**config.mk**
```make
export PLATFORM = sky130hd
export DESIGN_NAME = reg_select_encode_seq
export DESIGN_NICKNAME = d
export VERILOG_FILES = /design/src/rtl/reg_select_encode_seq.sv
export SDC_FILE = /design/constraint.sdc
export NUM_CORES = 1
export LEC_CHECK = 0
export BUFFER_PORTS_ARGS = -buffer_cell sky130_fd_sc_hd__buf_2
export CELL_PAD_IN_SITES_DETAIL_PLACEMENT = 1
export CELL_PAD_IN_SITES_GLOBAL_PLACEMENT = 1
export CORE_ASPECT_RATIO = 0.6
export CORE_MARGIN = 2
export CORE_UTILIZATION = 35
export CTS_CLUSTER_SIZE = 12
export DETAILED_ROUTE_END_ITERATION = 8
export PLACE_DENSITY = 0.88
export SLEW_MARGIN = 20
export SYNTH_ARGS = -nofsm -noshare
export SYNTH_HDL_FRONTEND = slang
export SYNTH_SLANG_ARGS = --single-unit
```
**constraint.sdc**
```tcl
create_clock -name clock -period 2.9 [get_ports clock]
set_clock_uncertainty 0.15 [all_clocks]
set_input_delay 0.145 -clock clock [delete_from_list [all_inputs] [get_ports clock]]
set_output_delay 0.145 -clock clock [all_outputs]
set_load 0.03 [all_outputs]
```
**src/rtl/reg_select_encode_seq.sv**
```systemverilog
// Register-file select/encode unit: latches the instruction, decodes Ra/Rb/Rc into
// registered one-hot enables, and produces the extended C constant.
module reg_select_encode_seq #(
  parameter int unsigned NUM_REGS = 16,
  parameter int unsigned SEL_W    = 4,
  parameter int unsigned INSTR_W  = 32,
  parameter int unsigned RA_LSB   = 23,
  parameter int unsigned RB_LSB   = 19,
  parameter int unsigned RC_LSB   = 15,
  parameter int unsigned CONST_W  = 19,
  parameter int unsigned DATA_W   = 32
) (
  input  logic                clock,
  input  logic                clear,
  input  logic [INSTR_W-1:0]  instr_in,
  input  logic                ir_load,
  input  logic                gra,
  input  logic                grb,
  input  logic                grc,
  input  logic                rin,
  input  logic                rout,
  input  logic                baout,
  input  logic                sext,
  output logic [INSTR_W-1:0]  ir_q,
  output logic [NUM_REGS-1:0] r_in,
  output logic [NUM_REGS-1:0] r_out,
  output logic                ba_zero,
  output logic [SEL_W-1:0]    sel_idx,
  output logic [DATA_W-1:0]   c_ext,
  output logic                sel_err
);

  logic                any_gr;
  logic                multi_gr;
  logic                orphan_req;
  logic                sel_is_r0;
  logic [SEL_W-1:0]    sel;
  logic [NUM_REGS-1:0] sel_onehot;
  logic [DATA_W-1:0]   c_zext;
  logic [DATA_W-1:0]   fill_mask;
  logic [DATA_W-1:0]   c_next;

  assign any_gr     = gra | grb | grc;
  assign multi_gr   = (gra & grb) | (gra & grc) | (grb & grc);
  assign orphan_req = (rin | rout | baout) & ~any_gr;
  assign sel_is_r0  = (sel == '0);

  // Field comes from the pre-load ir_q; gra wins over grb, grb over grc.
  always_comb begin
    sel = ir_q[RC_LSB +: SEL_W];
    if (gra) begin
      sel = ir_q[RA_LSB +: SEL_W];
    end else if (grb) begin
      sel = ir_q[RB_LSB +: SEL_W];
    end
    sel_onehot      = '0;
    sel_onehot[sel] = 1'b1;
  end

  // Bits at and above CONST_W; collapses to zero when DATA_W == CONST_W.
  assign fill_mask = ~((DATA_W'(1) << CONST_W) - DATA_W'(1));
  assign c_zext    = DATA_W'(instr_in[CONST_W-1:0]);

  always_comb begin
    c_next = c_zext;
    if (sext && instr_in[CONST_W-1]) begin
      c_next = c_zext | fill_mask;
    end
  end

  always_ff @(posedge clock or posedge clear) begin
    if (clear) begin
      ir_q    <= '0;
      r_in    <= '0;
      r_out   <= '0;
      ba_zero <= 1'b0;
      sel_idx <= '0;
      c_ext   <= '0;
      sel_err <= 1'b0;
    end else begin
      if (ir_load) begin
        ir_q  <= instr_in;
        c_ext <= c_next;
      end
      r_in <= (rin && any_gr) ? sel_onehot : '0;
      // A base-address read of R0 drives a zero source instead of R0 itself.
      r_out   <= (any_gr && (rout || baout) && !(baout && sel_is_r0)) ? sel_onehot : '0;
      ba_zero <= baout & any_gr & sel_is_r0;
      if (any_gr) begin
        sel_idx <= sel;
      end
      if (multi_gr || orphan_req) begin
        sel_err <= 1'b1;
      end
    end
  end

endmodule

```
==> metrics.md, run 1 <==
| Metric | Value |
|---|---|
| Post-CTS Setup Repair Bufs | `0` |
| Adder-Cell Fraction of Synth Area | `0%` |
| Clock root buffer master | `clkbuf_16` |
| Core Rows | `26` |
| Dpl hpwl | `5990 um` |
| Total CTS buffers | `9` |
| Arrival @ worst endpoint | `2.07 ns` |
| Clock-pin transition on the worst setup and hold timing paths | `0.06 ns` |
| Die Wd | `124 um` |
| GRT Max-Usage Layer | `met2` |
| Via Count | `2389` |
| Cell area after synthesis | `0.00301 mm^2` |
| F_max | `0.485 GHz` |
| Worst Max-Slew Pin Slew | `1.13 ns` |
| Worst Setup End Kind | `register` |
| Layout area overhead | `42.1%` |
| Post-Synth Simple-Gate Area | `10.9%` |
| Fin crit share | `71.1%` |
| Worst skew pair latency | `0.33 ns` |
| Final Hold Fails | `0` |
| Placed cell area | `0.00358 mm^2` |
| Ant diodes | `0` |
| Crit path time final | `2.06 ns` |
| Vias in the first global route | `2586` |
| Cells after Synth | `229` |
| Most common cell after layout, fill and taps aside | `buf_2` |
| Leak | `2.12 nW` |
| Worst Setup Start Kind | `input port` |
| Met2 Use GR | `34.5%` |
| Total of max-cap violations | `0` |
| Mapped Nets | `271` |
| Inst Count DP | `443` |
| Synth warnings | `0` |
| Die area | `0.00938 mm^2` |
| WL/cell | `18.4 um` |
| VDD IR max | `0.000352 V` |
| Status | `completed` |
| First-pass GRT wire length | `14100 um` |
| Clock buffer depth | `2` |
| Area occupied by multi-input gates | `910 um^2` |
| Critical path data required time | `2.91 ns` |
| R2r setup slk | `0.95 ns` |
| Post-synth top area cell | `dfrtp_1` |
| Power Density | `696 mW/mm^2` |
| Max-slew violation count | `0` |
| RSZ-0062 raised after global routing | `false` |
| Post-synthesis sequential area ratio | `59.0%` |
| Largest net degree at the start of global routing | `40` |
| Avg Synthesized Cell Area | `13.1 um^2` |
| Grt met1 use | `25.0%` |
| Worst hold-check path type | `input port to register` |
| Netlist cell types | `30` |
| Post-layout net count | `421` |
| Storage cell area | `0.00178 mm^2` |
| Worst Setup Slack, final | `0.837 ns` |
| Post-route cell area | `0.00428 mm^2` |
| Core Area | `0.00843 mm^2` |
| Share of layout cells above drive strength 1 | `52.1%` |
| Critical path peak fanout | `8` |
| Global-route track usage on met3 | `7.63%` |
| Tot GR Track Use | `20.8%` |
| Post-synthesis xor/xnor area fraction | `0%` |
| Worst Setup Path Type | `input port to register` |
| Overall power | `2.98 mW` |
| CTS tree | `yes` |
| H-tree level count | `3` |
| DRC viols | `0` |
| Antenna Nets Post-Route | `0` |
| Initial antenna violation count | `0` |
| Headroom to the max-slew limit | `24.1%` |
| Cells taking the most area after synthesis | `dfrtp_1 59%, mux2_2 13%, buf_4 8.0%` |
| Io pins | `144` |
| Setup WS pre-CTS | `1.03 ns` |
| PortBufs | `143` |
| Starting Density | `35.7%` |
| Commonest non-fill, non-tap cells in the layout | `143 x buf_2, 71 x dfrtp_1, 37 x dlygate4sd3_1, 34 x mux2_2, 31 x nor4_1` |
| Main combinational cell family by area after synthesis | `multiplexers` |
| Post-route insts no fill | `496` |
| # clock sinks | `71` |
| First drt pass iteration count | `4` |
| Setup-failing EPs final | `0` |
| Total Wirelength | `9110 um` |
| Setup TNS Final | `0 ns` |
| Synth top area share | `59.0%` |
| Flop and latch count out of synthesis | `71` |
| DIE HEIGHT | `75.8 um` |
| Multiplexer area fraction after synthesis | `14.4%` |
| Final Wtd Congestion | `0.731` |
| Grt ovf | `0` |
| Fill count | `912` |
| Post-synthesis compound-gate area fraction | `4.90%` |
| Via density | `4.82` |
| Initial DRC Count | `60` |
## synth_stat cells
master / count
dfrtp_1: 71
mux2_2: 34
buf_4: 32
nor4_1: 31
nand2_1: 6
nor2b_1: 5
o21ai_0: 5
buf_2: 4
buf_6: 4
clkbuf_1: 3
nand2b_1: 3
o21a_1: 3
a2bb2oi_1: 2
inv_1: 2
mux2_4: 2
mux2i_1: 2
nand3_1: 2
nor3b_1: 2
nor4b_1: 2
o211ai_1: 2
o21ai_1: 2
o311ai_0: 2
a21o_1: 1
a21oi_1: 1
and3b_1: 1
nor3_1: 1
o21bai_1: 1
o31ai_1: 1
o31ai_2: 1
or2_2: 1
## stage by stage
stage	hold slack, ns	util [%]
2_1_floorplan	0.142	-
3_3_place_gp	0.193	42.5
3_5_place_dp	0.209	42.5
4_1_cts	0.00542	50.8
5_1_grt	0.0328	50.8
6_report	0.0201	50.8
## sequential cells by signal, summed over array words and instances, names as in the netlist
name and count:
ba_zero 1, ir_q 32, r_out 16, sel_err 1, c_ext 1, r_in 16
sel_idx 4
## power by group
part / internal (mW) / switching (mW) / leakage (nW)
combinational: 0.213 / 0.444 / 1.06
sequential: 1.06 / 0.0558 / 0.899
clock: 0.780 / 0.421 / 0.159
## path summary, 6_finish.rpt
path	cells past startpoint	to	start
setup reg to reg	3	r_out[8]	ir_q[15]
min in group asynchronous	3	ir_q[27]	clear
setup / recovery	5	r_out[8]	grc
hold / removal	3	sel_err	rin
hold reg to reg	2	sel_idx[0]	sel_idx[0]
max in group asynchronous	4	ir_q[6]	clear
## worst max-delay path: stages
cell           delay, ns
dlygate4sd3_1       0.54
buf_2               0.15
nor3b_1             0.16
o31ai_1             0.94
nor4_1              0.13
## repair_timing
| action | 4_1_cts | 5_1_grt |
|---|---|---|
| endpoints found under the setup margin | 0 | 0 |
| hold endpoints to repair | 73 | 0 |
| resized for setup | 0 | 0 |
| hold buffers | 37 | 0 |
## metal layers
metal / up-vias / part of all wire (%)
met1: 1171 / 43
met5: - / 0
met4: 0 / 1.6
li1: 1105 / -
met3: 13 / 8.1
met2: 100 / 47
## final cells by class
| type | instances | area share [%] |
|---|---|---|
| Tap cell | 112 | 3.28 |
| Timing Repair Buffer | 182 | 26.0 |
| Sequential cell | 71 | 41.5 |
| Clock inverter | 6 | 2.11 |
| Inverter | 2 | 0.176 |
| Multi-Input combinational cell | 113 | 21.3 |
| Clock buffer | 10 | 5.59 |
## logic make-up after synthesis
| logic type | Yosys count |
|---|---|
| simple gates | 54 |
| compound gates | 21 |
| flops | 71 |
| buf+inv | 45 |
| mux | 38 |
Power figures use the tool's default switching activity.
==> inputs of run 2 (changes only) <==
--- a/config.mk
+++ b/config.mk
@@ -10,10 +10,10 @@
 export CELL_PAD_IN_SITES_GLOBAL_PLACEMENT = 1
 export CORE_ASPECT_RATIO = 0.6
 export CORE_MARGIN = 2
-export CORE_UTILIZATION = 35
+export CORE_UTILIZATION = 32
 export CTS_CLUSTER_SIZE = 12
 export DETAILED_ROUTE_END_ITERATION = 8
-export PLACE_DENSITY = 0.88
+export PLACE_DENSITY = 0.85
 export SLEW_MARGIN = 20
 export SYNTH_ARGS = -nofsm -noshare
 export SYNTH_HDL_FRONTEND = slang
==> constraint.sdc (replaced) <==
create_clock -name clock -period 1.86 [get_ports clock]
set_clock_uncertainty 0.15 [all_clocks]
set_input_delay 0.093 -clock clock [delete_from_list [all_inputs] [get_ports clock]]
set_output_delay 0.093 -clock clock [all_outputs]
set_load 0.03 [all_outputs]
==> run 2 against run 1 <==
Cell count increased by 6.0%. Wire length grew 2.2%. Die area grew 9.0%. Largest cell class unchanged. Highest routed layer unchanged.
==> metrics.md, run 2 (same netlist as run 1, synthesis figures left out) <==
| Metric | Value |
|---|---|
| Status | `completed` |
| Most flops, register | `ir_q` |
| Final Wtd Congestion | `0.758 (+3.7%)` |
| Ant diodes | `0 (unchanged)` |
| RSZ-0062 raised after global routing | `false` |
| Setup TNS Final | `0 ns (unchanged)` |
| DIE HEIGHT | `79.1 um (+4.3%)` |
| Core Rows | `27 (+3.8%)` |
| DRC viols | `0 (unchanged)` |
| Die area | `0.0102 mm^2 (+9.0%)` |
| VDD IR max | `0.000485 V (+38%)` |
| Hold_ws | `0.0442 ns (+0.0241 ns)` |
| Largest net degree at the start of global routing | `28 (-30%)` |
| First-pass GRT wire length | `14700 um (+4.3%)` |
| Core Area | `0.00916 mm^2 (+8.7%)` |
| Setup WS pre-CTS | `0.0497 ns (-0.982 ns)` |
| Max-slew violation count | `0 (unchanged)` |
| Clock root buffer master | `clkbuf_16` |
| H-tree level count | `3 (unchanged)` |
| Io pins | `144 (unchanged)` |
| Max reg flops | `32 (unchanged)` |
| # clock sinks | `71 (unchanged)` |
| Crit path time final | `1.75 ns` |
| Worst Setup Slack, final | `0.107 ns (-0.731 ns)` |
| Fill count | `1008 (+11%)` |
| Worst Max-Slew Pin Slew | `0.748 ns (-0.381 ns)` |
| WL/cell | `17.7 um (-3.6%)` |
| Starting Density | `32.9% (-2.8 points)` |
| Worst Setup End Kind | `register` |
| Vias in the first global route | `2738 (+5.9%)` |
| Initial antenna violation count | `0 (unchanged)` |
| Die Wd | `129 um (+4.4%)` |
| Overall power | `4.67 mW (+57%)` |
| Setup-failing EPs final | `0 (unchanged)` |
| Critical path data required time | `1.89 ns (-1.02 ns)` |
| Final Hold Fails | `0 (unchanged)` |
| Total Wirelength | `9310 um (+2.2%)` |
| PortBufs | `143 (unchanged)` |
| Biggest registers after layout | `ir_q (32), r_in (16), r_out (16)` |
| Grt ovf | `0 (unchanged)` |
| CTS tree | `yes` |
| Commonest non-fill, non-tap cells in the layout | `143 x buf_2, 71 x dfrtp_1, 37 x dlygate4sd3_1, 34 x mux2_2, 31 x nor4_1` |
| Leak | `2.18 nW (+2.9%)` |
| Clock-pin transition on the worst setup and hold timing paths | `0.06 ns (about the same)` |
| Antenna Nets Post-Route | `0 (unchanged)` |
| Total of max-cap violations | `0 (unchanged)` |
| Worst Setup Start Kind | `register` |
| Tot GR Track Use | `19.2% (-1.6 points)` |
| Layout area overhead | `46.9%` |
| Most common cell after layout, fill and taps aside | `buf_2` |
| Worst hold-check path type | `input port to register` |
| Final Core Density | `48.3% (-2.4 points)` |
| Power Density | `1050 mW/mm^2 (+52%)` |
| Clock buffer depth | `2 (unchanged)` |
| Share of layout cells above drive strength 1 | `53.8% (+1.7 points)` |
| Headroom to the max-slew limit | `50.0% (+26 points)` |
| Total CTS buffers | `9 (unchanged)` |
| Critical path peak fanout | `8 (unchanged)` |
| F_max | `0.570 GHz` |
| Via density | `4.67 (-3.1%)` |
| Post-layout net count | `433 (+2.9%)` |
| Fin crit share | `94.3%` |
| Initial DRC Count | `73 (+22%)` |
| Worst Setup Path Type | `register to register` |
| Via Count | `2454 (+2.7%)` |
| Dpl hpwl | `6120 um (+2.1%)` |
| Worst skew pair latency | `0.33 ns (about the same)` |
| First drt pass iteration count | `4 (unchanged)` |
| Arrival @ worst endpoint | `1.78 ns (-0.29 ns)` |
run 2: changes by cell type in the layout (fill, tap and decap cells not counted):
cell / delta
o31ai_4: +1
clkinvlp_4: +1
clkbuf_8: -1
buf_12: +2
buf_4: +10
inv_2: -1
clkinv_2: +1
o31ai_1: -1
run 2: path summary, 6_finish.rpt:
kind	startpoint	endpoint	slack, ns	cells past startpoint
worst max-delay path	ir_q[17]	r_in[9]	0.11	3
worst min-delay path	rout	r_out[0]	0.04	4
worst max register to register	ir_q[17]	r_in[9]	0.11	3
worst min register to register	sel_idx[1]	sel_idx[1]	0.33	2
max in group asynchronous	clear	sel_err	0.85	4
min in group asynchronous	clear	r_in[6]	0.20	3
run 2: what timing repair did:
| action | in CTS | in global routing |
|---|---|---|
| hold buffers | 37 | 0 |
| setup endpoints to repair | 0 | 17 |
| resized for setup | 0 | 2 |
| hold endpoints to repair | 56 | 0 |
| buffers inserted | 0 | 0 |
run 2: stage by stage:
stage | area (um^2) | cells
final | 4420 | 526
after CTS | 4410 | 526
after global placement | 3720 | 473
after floorplan | 3010 | 229
after global routing | 4420 | 526
after detailed placement | 3720 | 473
run 2: power breakdown:
group	total, mW	switching (mW)	internal, mW
sequential	1.74	0.0799	1.66
combinational	1.08	0.708	0.369
clock	1.85	0.672	1.18
total	4.67	1.46	3.20
run 2: worst max-delay path, cell delays in order, from the launching register on:
cell	delay, ns
dfrtp_1	0.42
mux2_2	0.27
a2bb2oi_1	0.65
nor4_1	0.12
run 2: layout make-up:
| class | count | area [um^2] | area share [%] |
|---|---|---|---|
| Tap cell | 130 | 163 | 3.68 |
| Clock inverter | 7 | 95.1 | 2.15 |
| Multi-Input combinational cell | 113 | 923 | 20.9 |
| Inverter | 2 | 11.3 | 0.255 |
| Sequential cell | 71 | 1780 | 40.2 |
| Clock buffer | 9 | 225 | 5.09 |
| Timing Repair Buffer | 194 | 1230 | 27.8 |
run 2: metal layers:
layer	track usage, %	vias up	share of wire, %
met2	31.9	110	46
met5	0	-	0
met4	6.63	0	1.8
met3	7.21	18	8.0
li1	-	1123	-
met1	23.0	1203	44
==> inputs of run 3 (changes only) <==
--- a/config.mk
+++ b/config.mk
@@ -8,7 +8,7 @@
 export BUFFER_PORTS_ARGS = -buffer_cell sky130_fd_sc_hd__buf_2
 export CELL_PAD_IN_SITES_DETAIL_PLACEMENT = 1
 export CELL_PAD_IN_SITES_GLOBAL_PLACEMENT = 1
-export CORE_ASPECT_RATIO = 0.6
+export CORE_ASPECT_RATIO = 2
 export CORE_MARGIN = 2
 export CORE_UTILIZATION = 32
 export CTS_CLUSTER_SIZE = 12
==> run 3 against run 2 <==
Utilization fell by 1.3 points. Fmax rose by 4.9%. First-iteration DRC count rose by 100%. Via count fell by 0.33%. Power fell by 1.1%. Clock power barely moved. Critical path type unchanged.
==> metrics.md, run 3 (same netlist as run 1, synthesis figures left out) <==
| Metric | Value |
|---|---|
| First drt pass iteration count | `4 (unchanged)` |
| Hold Path End | `r_out[0]` |
| Hold Path Stages | `4 (unchanged)` |
| Worst skew pair latency | `0.33 ns (about the same)` |
| Layout area overhead | `44.7%` |
| Worst Reg-to-Reg Cells | `3 (unchanged)` |
| Tot GR Track Use | `18.0% (-1.3 points)` |
| PortBufs | `143 (unchanged)` |
| Hold Crit Start | `rout` |
| Core Rows | `50 (+85%)` |
| Max-slew violation count | `0 (unchanged)` |
| Dpl hpwl | `6110 um (-0.17%)` |
| Worst r2r src | `ir_q[15]` |
| Total of max-cap violations | `0 (unchanged)` |
| Setup-failing EPs final | `0 (unchanged)` |
| Worst Setup End Kind | `register` |
| Clock buffer depth | `2 (unchanged)` |
| Commonest non-fill, non-tap cells in the layout | `143 x buf_2, 71 x dfrtp_1, 38 x dlygate4sd3_1, 34 x mux2_2, 31 x nor4_1` |
| Most common cell after layout, fill and taps aside | `buf_2` |
| Antenna Nets Post-Route | `0 (unchanged)` |
| Fin crit share | `89.8% (-4.4 points)` |
| Final Hold Fails | `0 (unchanged)` |
| Total Wirelength | `8700 um (-6.5%)` |
| Initial antenna violation count | `2 (+2)` |
| DIE HEIGHT | `141 um (+78%)` |
| Post-CTS Setup Repair Bufs | `0 (unchanged)` |
| # clock sinks | `71 (unchanged)` |
| Final Wtd Congestion | `0.774 (+2.0%)` |
| CP top delay family | `compound AO/OA/AOI/OAI gates` |
| Grt ovf | `0 (unchanged)` |
| VDD IR max | `0.000514 V (+6.1%)` |
| RSZ-0062 raised after global routing | `false` |
| Leak | `2.16 nW (-1.1%)` |
| Arrival @ worst endpoint | `1.69 ns (-0.09 ns)` |
| Crit. Startpoint | `ir_q[15]` |
| Setup TNS Final | `0 ns (unchanged)` |
| Status | `completed` |
| Worst r2r dst | `r_in[10]` |
| WL/cell | `17.4 um (-1.7%)` |
| Crit-path max cell delay | `0.82 ns (+0.17 ns)` |
| DRC viols | `0 (unchanged)` |
| Core Area | `0.00926 mm^2 (+1.1%)` |
| CTS tree | `yes` |
| Share of layout cells above drive strength 1 | `52.8% (-1.0 points)` |
| Starting Density | `32.5% (-0.37 points)` |
| Critical path peak fanout | `8 (unchanged)` |
| Vias in the first global route | `2685 (-1.9%)` |
| Worst Setup Start Kind | `register` |
| Worst hold-check path type | `input port to register` |
| Max reg flops | `32 (unchanged)` |
| Headroom to the max-slew limit | `35.9% (-14 points)` |
| CP max-delay cell | `o31ai_1` |
| Total CTS buffers | `9 (unchanged)` |
| H-tree level count | `3 (unchanged)` |
| Initial DRC Count | `149 (+100%)` |
| Critical-path cell list | `nor3b_1 > o31ai_1 > nor4_1` |
| Buffer and inverter count on the worst path | `0 (unchanged)` |
| R2r setup slk | `0.19 ns (+0.08 ns)` |
| Largest net degree at the start of global routing | `53 (+89%)` |
| Worst Max-Slew Pin Slew | `0.954 ns (+0.206 ns)` |
| First-pass GRT wire length | `13800 um (-5.6%)` |
| Io pins | `144 (unchanged)` |
| Via density | `4.89 (+4.9%)` |
| Via Count | `2446 (-0.33%)` |
| Crit path time final | `1.67 ns (-0.0826 ns)` |
| Die area | `0.0102 mm^2 (+0.21%)` |
| Most flops, register | `ir_q` |
| Biggest registers after layout | `ir_q (32), r_in (16), r_out (16)` |
| Final Core Density | `47.1% (-1.3 points)` |
| F_max | `0.599 GHz (+4.9%)` |
| Critical path data required time | `1.88 ns (about the same)` |
| Worst Setup Path Type | `register to register` |
| Power Density | `1060 mW/mm^2 (+0.44%)` |
| Crit. path cell count | `3 (unchanged)` |
| Post-layout net count | `431 (-0.46%)` |
| Die Wd | `72.6 um (-44%)` |
| Clock-pin transition on the worst setup and hold timing paths | `0.06 ns (about the same)` |
| Clock root buffer master | `clkbuf_16` |
-- run 3: area by class of cell --
cell class                 instances  area [um^2]
inverter                           2         11.3
clock buffer                      11          243
fill                            1031         4900
timing repair buffer             192         1190
sequential                        71         1780
antenna                            2         5.00
clock inverter                     5         81.3
multi-input combinational        113          918
tap                              104          130
-- run 3: metal layers --
| metal | up-vias | GRT usage [%] | share of wire [%] |
|---|---|---|---|
| met1 | 1215 | 17.8 | 34 |
| li1 | 1127 | - | - |
| met3 | 23 | 4.36 | 3.8 |
| met4 | 0 | 10.8 | 4.2 |
| met2 | 81 | 32.3 | 58 |
| met5 | - | 0 | 0 |
-- run 3: power breakdown --
part	leakage [nW]	internal, mW	switching (mW)
clock	0.156	1.21	0.623
sequential	0.899	1.66	0.0705
combinational	1.10	0.357	0.696
-- run 3: repair_timing --
| item | in CTS | in global routing |
|---|---|---|
| hold buffers | 38 | 0 |
| resized for setup | 0 | 1 |
| endpoints found under the setup margin | 0 | 11 |
| endpoints found under the hold margin | 55 | 0 |
-- run 3: worst reg2reg max path: stages, from the launching register on --
cell and delay, ns:
dfrtp_1 0.35, nor3b_1 0.08, o31ai_1 0.82, nor4_1 0.12
-- run 3: worst max-delay path by stage --
stage | end | slack, ns
after global routing | r_in[14] | 0.05
after global placement | r_in[0] | 0.22
final | r_in[10] | 0.19
after detailed placement | r_in[6] | 0.07
after floorplan | sel_idx[1] | 0.1
after CTS | r_in[2] | 0.06
-- run 3: per-stage QoR --
stage	setup WS [ns]	power (mW)	hold WS (ns)	instances	cell area [um^2]
after floorplan	0.0955	2.50	0.0898	229	3010
after global placement	0.215	2.72	-0.00377	444	3640
after detailed placement	0.0661	2.75	0.0117	444	3640
after CTS	0.0606	4.66	0.0442	498	4340
after global routing	0.0454	4.82	0.0666	500	4360
final	0.189	4.62	0.0566	500	4360
